`src/rtl/fifo_fwft_adapter_pkg.sv`:
```
// Shared constants for the lookahead read adapter: buffer depth and occupancy states.
// Defining PRGA_FWFT_ADAPTER_REGRD_EN selects the three-entry variant whose issue logic ignores rd.
package fifo_fwft_adapter_pkg;

`ifdef PRGA_FWFT_ADAPTER_REGRD_EN
  localparam int unsigned DEPTH = 3;
`else
  localparam int unsigned DEPTH = 2;
`endif

  localparam int unsigned CNT_W = 2;
  localparam int unsigned IDX_W = (DEPTH > 2) ? 2 : 1;

  typedef logic [CNT_W-1:0] count_t;

  localparam count_t EMPTY = CNT_W'(0);
  localparam count_t ONE   = CNT_W'(1);
  localparam count_t FULL  = CNT_W'(DEPTH);

endpackage

```
`src/rtl/fifo_fwft_adapter_skid.sv`:
```
// Head-plus-tail word store: entry 0 is the visible head, higher entries are skid slots.
// A shift moves every entry one step toward the head; a write lands in a chosen slot.
module fifo_fwft_adapter_skid
  import fifo_fwft_adapter_pkg::*;
#(
  parameter int unsigned DATA_WIDTH = 32
) (
  input  logic                  clk,
  input  logic                  rst,
  input  logic                  i_shift,
  input  logic                  i_wr,
  input  logic [IDX_W-1:0]      i_wr_idx,
  input  logic [DATA_WIDTH-1:0] i_din,
  output logic [DATA_WIDTH-1:0] o_head
);

  logic [DEPTH-1:0][DATA_WIDTH-1:0] r_entry;
  logic [DEPTH-1:0][DATA_WIDTH-1:0] w_entry_nxt;

  // Shift first, then the arriving word overwrites its target slot.
  always_comb begin
    w_entry_nxt = r_entry;
    if (i_shift) begin
      w_entry_nxt = {r_entry[DEPTH-1], r_entry[DEPTH-1:1]};
    end
    if (i_wr) begin
      w_entry_nxt[i_wr_idx] = i_din;
    end
  end

  always_ff @(posedge clk or negedge rst) begin
    if (!rst) begin
      r_entry <= '0;
    end else begin
      r_entry <= w_entry_nxt;
    end
  end

  assign o_head = r_entry[0];

endmodule

```
`src/rtl/fifo_fwft_adapter.sv`:
```
// Converts a non-lookahead FIFO read port into a first-word-fall-through port with prefetch.
// Build option PRGA_FWFT_ADAPTER_REGRD_EN: three-entry buffer, upstream read independent of rd.
module fifo_fwft_adapter
  import fifo_fwft_adapter_pkg::*;
#(
  parameter int unsigned DATA_WIDTH = 32
) (
  input  logic                  clk,
  input  logic                  rst,
  input  logic                  empty_i,
  output logic                  rd_i,
  input  logic [DATA_WIDTH-1:0] dout_i,
  output logic                  empty,
  input  logic                  rd,
  output logic [DATA_WIDTH-1:0] dout
);

  localparam int unsigned SUM_W = CNT_W + 1;

  count_t                  r_count;
  count_t                  w_count_nxt;
  logic                    r_inflight;
  logic                    r_empty;
  logic                    w_pop;
  logic                    w_arrive;
  logic                    w_credit;
  logic                    w_shift;
  logic                    w_wr;
  logic [IDX_W-1:0]        w_wr_idx;
  logic [SUM_W-1:0]        w_load;
  logic [DATA_WIDTH-1:0]   w_head;

  assign w_pop    = rd & ~r_empty;
  assign w_arrive = r_inflight;

  // Slots already committed (held or in flight); a read may issue only if one stays free.
`ifdef PRGA_FWFT_ADAPTER_REGRD_EN
  assign w_load = SUM_W'(r_count) + SUM_W'(r_inflight);
`else
  assign w_load = SUM_W'(r_count) + SUM_W'(r_inflight) - SUM_W'(w_pop);
`endif

  assign w_credit = (w_load < SUM_W'(FULL));
  assign rd_i     = rst & ~empty_i & w_credit;

  always_ff @(posedge clk or negedge rst) begin
    if (!rst) begin
      r_count    <= EMPTY;
      r_inflight <= 1'b0;
      r_empty    <= 1'b1;
    end else begin
      r_count    <= w_count_nxt;
      r_inflight <= rd_i;
      r_empty    <= (w_count_nxt == EMPTY);
    end
  end

  always_comb begin
    w_count_nxt = r_count;
    case ({w_arrive, w_pop})
      2'b10:   w_count_nxt = r_count + CNT_W'(1);
      2'b01:   w_count_nxt = r_count - CNT_W'(1);
      default: w_count_nxt = r_count;
    endcase
  end

  // Arrivals fill the first free slot as seen after this cycle's pop.
  always_comb begin
    w_shift  = 1'b0;
    w_wr     = w_arrive;
    w_wr_idx = '0;
    case (r_count)
      EMPTY: w_wr_idx = '0;
      ONE:   w_wr_idx = IDX_W'(~w_pop);
      default: begin
        w_shift  = w_pop;
        w_wr_idx = IDX_W'(r_count - CNT_W'(w_pop));
      end
    endcase
  end

  fifo_fwft_adapter_skid #(
    .DATA_WIDTH (DATA_WIDTH)
  ) u_skid (
    .clk      (clk),
    .rst      (rst),
    .i_shift  (w_shift),
    .i_wr     (w_wr),
    .i_wr_idx (w_wr_idx),
    .i_din    (dout_i),
    .o_head   (w_head)
  );

  assign empty = r_empty;
  assign dout  = w_head;

endmodule

```
`config.mk`:
```
export PLATFORM = sky130hd
export DESIGN_NAME = fifo_fwft_adapter
export DESIGN_NICKNAME = d
export VERILOG_FILES = /design/src/rtl/fifo_fwft_adapter_pkg.sv /design/src/rtl/fifo_fwft_adapter_skid.sv /design/src/rtl/fifo_fwft_adapter.sv
export SDC_FILE = /design/constraint.sdc
export NUM_CORES = 1
export LEC_CHECK = 0
export CAP_MARGIN = 40
export CELL_PAD_IN_SITES_DETAIL_PLACEMENT = 0
export CELL_PAD_IN_SITES_GLOBAL_PLACEMENT = 1
export CORE_UTILIZATION = 42
export DETAILED_ROUTE_END_ITERATION = 10
export PLACE_DENSITY = 0.92
export SETUP_SLACK_MARGIN = 0.15
export SYNTH_ARGS = -nofsm -noshare
export SYNTH_HDL_FRONTEND = slang
export SYNTH_SLANG_ARGS = --single-unit
```
`constraint.sdc`:
```
create_clock -name clk -period 3.5 [get_ports clk]
set_clock_uncertainty 0.15 [all_clocks]
set_input_delay 0.7 -clock clk [delete_from_list [all_inputs] [get_ports clk]]
set_output_delay 0.7 -clock clk [all_outputs]
set_load 0.01 [all_outputs]
```
## Yosys cells after proc, flatten, opt, wreduce, memory -nomap -nowiden

Cells that the tools add are included.

| storage, ports and cells | value |
|---|---|
| output and inout bits | 34 |
| word-level logic and storage cells | 34 |
| ROM bits | 0 |
| bits of input ports | 36 |
| memories | 0 |
| memory bits (writable) | 0 |
| flip-flop bits (word level) | 68 |
| bits in latches | 0 |

| operators by class | value |
|---|---|
| div/mod/pow operators | 0 |
| $lt $le $gt $ge | 3 |
| bitwise logic cells | 6 |
| shift operators | 0 |
| reductions and logical operators | 4 |
| eq/ne operators | 3 |
| multiply operators | 0 |
| muxes and demuxes | 8 |
| $add $sub $neg | 5 |

Operators by type and width:

| operator | number |
|---|---|
| 64-bit bitwise mux | 1 |
| 32-bit 2-to-1 mux | 2 |
| 64-bit 2-to-1 mux | 1 |
| 32-bit demux with 1-bit select | 1 |
| 2-bit by 1-bit equality test with 1-bit output (second input constant) | 2 |
| 2-bit zero test | 2 |
| 2-bit one-hot mux with 2 select lines | 1 |
| 2-bit by 1-bit adder with 3-bit output | 1 |
| 1-bit bitwise AND | 3 |
| 3-bit by 2-bit < comparator with 1-bit output (second input constant) | 1 |
| 1-bit inverter | 3 |
| 3-bit by 1-bit subtractor with 3-bit output | 1 |
| 2-bit by 1-bit adder with 2-bit output (second input constant) | 1 |
| 2-bit equality test (second input constant) | 1 |
| 1-bit by 2-bit < comparator with 1-bit output (second input constant) | 1 |
| 1-bit one-hot mux with 2 select lines | 1 |
| 2-bit OR reduction | 1 |
| 2-bit by 1-bit subtractor with 2-bit output (second input constant) | 1 |
| 1-bit >= comparator (second input constant) | 1 |
| 1-bit logical AND | 1 |
| 1-bit 2-to-1 mux | 1 |
| 1-bit subtractor | 1 |

## Longest topological paths before layout

| depth | value |
|---|---|
| depth in word-level cells | 10 |
| mapped depth | 7 |
| gate-level depth less buffers | 6 |

## Hierarchy

Synthesis repeated with hierarchy kept, for this count alone.

| second synthesis, totals | value |
|---|---|
| cell total of the unflattened synthesis | 237 |
| area, all modules | 3574.7 sq um |

By module, submodules not included:

| module | seq. area each (sq um) | area an instance (sq um) | cells an instance | instances |
|---|---|---|---|---|
| fifo_fwft_adapter_skid | 1601.5 | 3271.9 | 205 | 1 |
| fifo_fwft_adapter | 101.3 | 302.8 | 32 | 1 |

## Least setup slack after synthesis

OpenSTA, ideal clock, no wires.

| timing path | value |
|---|---|
| path kind | input-to-output |
| start point | input rd |
| end point | output rd_i |
| stages | 6 |
| data required time | 2650 ps |
| path slack | 459 ps |
| buffers on the path | 0 |
| arrival | 2191 ps |
| cell sequence | nand2b_4 ha_1 or2b_1 fa_1 xor2_1 nor3_1 |

| between the ends | value |
|---|---|
| longest elaborated chain between the ends | 4 |

Ends and longest elaborated chain:

| what | line | text |
|---|---|---|
| from (decl) | fifo_fwft_adapter.sv:14 | `input logic rd,` |
| 1-bit bitwise AND | fifo_fwft_adapter.sv:33 | `assign w_pop = rd & ~r_empty;` |
| 3-bit by 1-bit subtractor with 3-bit output | fifo_fwft_adapter.sv:40 | `assign w_load = SUM_W'(r_count) + SUM_W'(r_inflight) - SUM_W'(w_pop);` |
| 3-bit by 2-bit < comparator with 1-bit output | fifo_fwft_adapter.sv:43 | `assign w_credit = (w_load < SUM_W'(FULL));` |
| 1-bit bitwise AND | fifo_fwft_adapter.sv:44 | `assign rd_i = rst & ~empty_i & w_credit;` |
| to (decl) | fifo_fwft_adapter.sv:11 | `output logic rd_i,` |

Every way passes these cells.

## Worst setup path in the final report

Same ends and word-level chain as after synthesis.

==> impl_metrics.env <==
export IMPL_stdcell_area_um2=4240
export IMPL_ios=70
export IMPL_cap_violations=0
export IMPL_grt_busiest_layer="met2"
export IMPL_layout_nets=322
export IMPL_synthToLayoutAreaGrowth_pct=23.2
export IMPL_path_clk_slew_ns=0.07
export IMPL_endpoint_kind="primary output"
export IMPL_antenna_cells=0
export IMPL_gp_congestion=0.676
export IMPL_tritoncts="done"
export IMPL_fp_coreArea_um2=7850
export IMPL_ff2ff_setup_slack_ns=1.00
export IMPL_row_count=32
export IMPL_cts_buffers=9
export IMPL_p_leak_nw=1.99
export IMPL_layout_drive_gt1_share_pct=45.1
export IMPL_die_y_um=92.6
export IMPL_finalHoldViolations=0
export IMPL_worst_slew_pin_slew_ns=0.717
export IMPL_fin_tns_setup_ns=0
export IMPL_grt_use_met2_pct=24.4
export IMPL_seq_area_frac_synth_pct=49.4
export IMPL_hold_buffers=0
export IMPL_ant_nets=0
export IMPL_irDropWorstVdd_mv=0.447
export IMPL_yosys_warnings=0
export IMPL_met1_usage_pct=19.0
export IMPL_gr_total_overflow=0
export IMPL_grt_setup_unrepaired="false"
export IMPL_postSynthCellCount=233
export IMPL_design_die_area_um2=8570
export IMPL_dp_hpwl_mm=3.93
export IMPL_syn_nets=273
export IMPL_syn_avg_cell_area_um2=14.8
export IMPL_numPortBuffers=69
export IMPL_grt_pass1_wl_mm=9.72
export IMPL_critPathArrivalTime_ns=2.41
export IMPL_die_w_um=92.6
export IMPL_grt_pass1_vias=2014
export IMPL_placed_area_um2=4020
export IMPL_drv_slew=0
export IMPL_grt_max_degree=37
export IMPL_num_vias=1888
export IMPL_wl_mm=5.95
export IMPL_clock_latency_ns=0.34
export IMPL_required_ns=2.65
export IMPL_wl_per_cell_um=15.3
export IMPL_period_needed_ns=3.26
export IMPL_ys_types=24
export IMPL_via_per_inst=4.87
export IMPL_ys_ff_latch=68
export IMPL_finalCritPeriodShare_pct=93.1
export IMPL_timing_rr_start="r_count[0]"
export IMPL_firstDrtPassIters=5
export IMPL_crit_path_start_kind="primary input"
export IMPL_holdCritPathClass="primary input to async pin"
export IMPL_max_stage_delay_ns=0.49
export IMPL_cts_path_max_buffers=2
export IMPL_syn_area_um2=3440
export IMPL_cts_root_buf="clkbuf_8"
export IMPL_worstPathMaxFanout=2
export IMPL_max_freq_ghz=0.307
export IMPL_outcome="finished clean"
export IMPL_drt_iter0_drc=30
export IMPL_fillers=695
export IMPL_cts_sinks=68
export IMPL_antenna_found_initial=0
export IMPL_drc=0
export IMPL_grt_use_met3_pct=3.94
export IMPL_crit_chain="dlygate4sd2_1 -> nand2b_4 -> ha_1 -> or2b_1 -> fa_1 -> nand2_1 -> nor3_2 -> buf_2"
export IMPL_initial_utilization_pct=43.9
export IMPL_rr_worst_depth=6
export IMPL_critPathSlowestCell="fa_1"
export IMPL_finalSetupViolCount=0
export IMPL_powerDensity_nw_per_um2=864
export IMPL_slew_headroom_pct=52.2
export IMPL_path_class="primary input to primary output"
export IMPL_grt_util_all_layers_pct=15.1
export IMPL_htree_levels=3
-- worst max path at each step --
stage	start	depth (start not counted)	to	slack [ns]
floorplan	rd	6	rd_i	0.46
global placement	rd	8	rd_i	-0.48
detailed placement	rd	8	rd_i	-0.48
CTS	rd	8	rd_i	0.23
global route	rd	8	rd_i	0.16
finish	rd	8	rd_i	0.24
-- power breakdown --
group          switching (W)  leakage (nW)  internal [W]
Clock               0.000296         0.109      0.000417
Sequential          0.000186         0.861       0.00115
Combinational       0.000539          1.02       0.00108
-- cell type report --
cell class / instances / area [um2] / share of cell area, %
Clock buffer: 11 / 141 / 3.33
Clock inverter: 4 / 73.8 / 1.74
Inverter: 2 / 7.51 / 0.177
Multi-Input combinational cell: 122 / 1410 / 33.3
Sequential cell: 68 / 1700 / 40.1
Tap cell: 102 / 128 / 3.01
Timing Repair Buffer: 79 / 779 / 18.4
-- stage by stage --
stage                     setup WS [ns]  util [%]  power, W  hold slack [ns]  std cells
after floorplan                   0.459         -   0.00260            0.254        233
after global placement           -0.484      51.3   0.00292            0.335        372
after detailed placement         -0.478      51.3   0.00298            0.341        372
after CTS                         0.233      54.0   0.00372            0.350        387
after global routing              0.161      54.1   0.00390            0.363        388
final                             0.242      54.1   0.00367            0.318        388
-- synthesized netlist by cell type --
cell type  instances  area share [%]
o32a_1             1            0.29
buf_12             3             1.7
buf_2              3            0.44
buf_4             35             7.6
nor2b_1            1            0.18
o21a_1             1            0.22
nor3_1             2            0.29
nand2_1            5            0.54
nor2_1             2            0.22
fa_1               1            0.58
mux2_4            30              13
dfstp_2            1            0.76
nand2b_4           1            0.40
inv_1              2            0.22
a21bo_4            1            0.47
mux2_2            66              22
dfrtp_1           67              49
or4_4              1            0.33
or2b_1             1            0.22
nand3_1            1            0.15
ha_1               3             1.1
o31ai_1            1            0.22
o21ai_0            3            0.44
xor2_1             1            0.25
-- cell usage in the layout (no fill, tap or decap), types with 2 or more instances in the layout --
cell type         n
clkbuf_8         10
mux2_2           66
buf_2             2
nor3_2            2
inv_1             2
buf_12            2
nor2_1            2
mux2_4           30
clkdlybuf4s50_1  66
dfrtp_1          67
ha_1              3
bufinv_16         2
buf_4             8
nand2_1           5
o21ai_0           3
-- critical path: cells and delay by family --
| family | cells | cell delay (ns) |
|---|---|---|
| buffers and inverters | 2 | 0.39 |
| and+or+nand+nor | 4 | 0.55 |
| adders and majority gates | 2 | 0.77 |
-- kinds of logic after synthesis --
family	Yosys count	share of synthesized area [%]
AOI/OAI and AO/OA	7	1.63
DFF	68	49.4
and+or+nand+nor	14	2.32
adders and majority gates	4	1.67
xor gates and xnor gates	1	0.254
muxes	96	34.7
buffers and inverters	43	10.0
-- what timing repair did --
item / in CTS / in global routing
pin swaps: 1 / 0
buffers inserted: 0 / 1
cloned: 0 / 0
endpoints found under the hold margin: 0 / 0
gates resized for setup: 6 / 0
setup endpoints to repair: 1 / 1
-- layer usage --
layer	wire length (um)	part of all wire, %
met1	2630	44
met5	0	0
met4	113	1.9
met2	2910	49
met3	298	5.0
(Power assumes the default switching activity.)
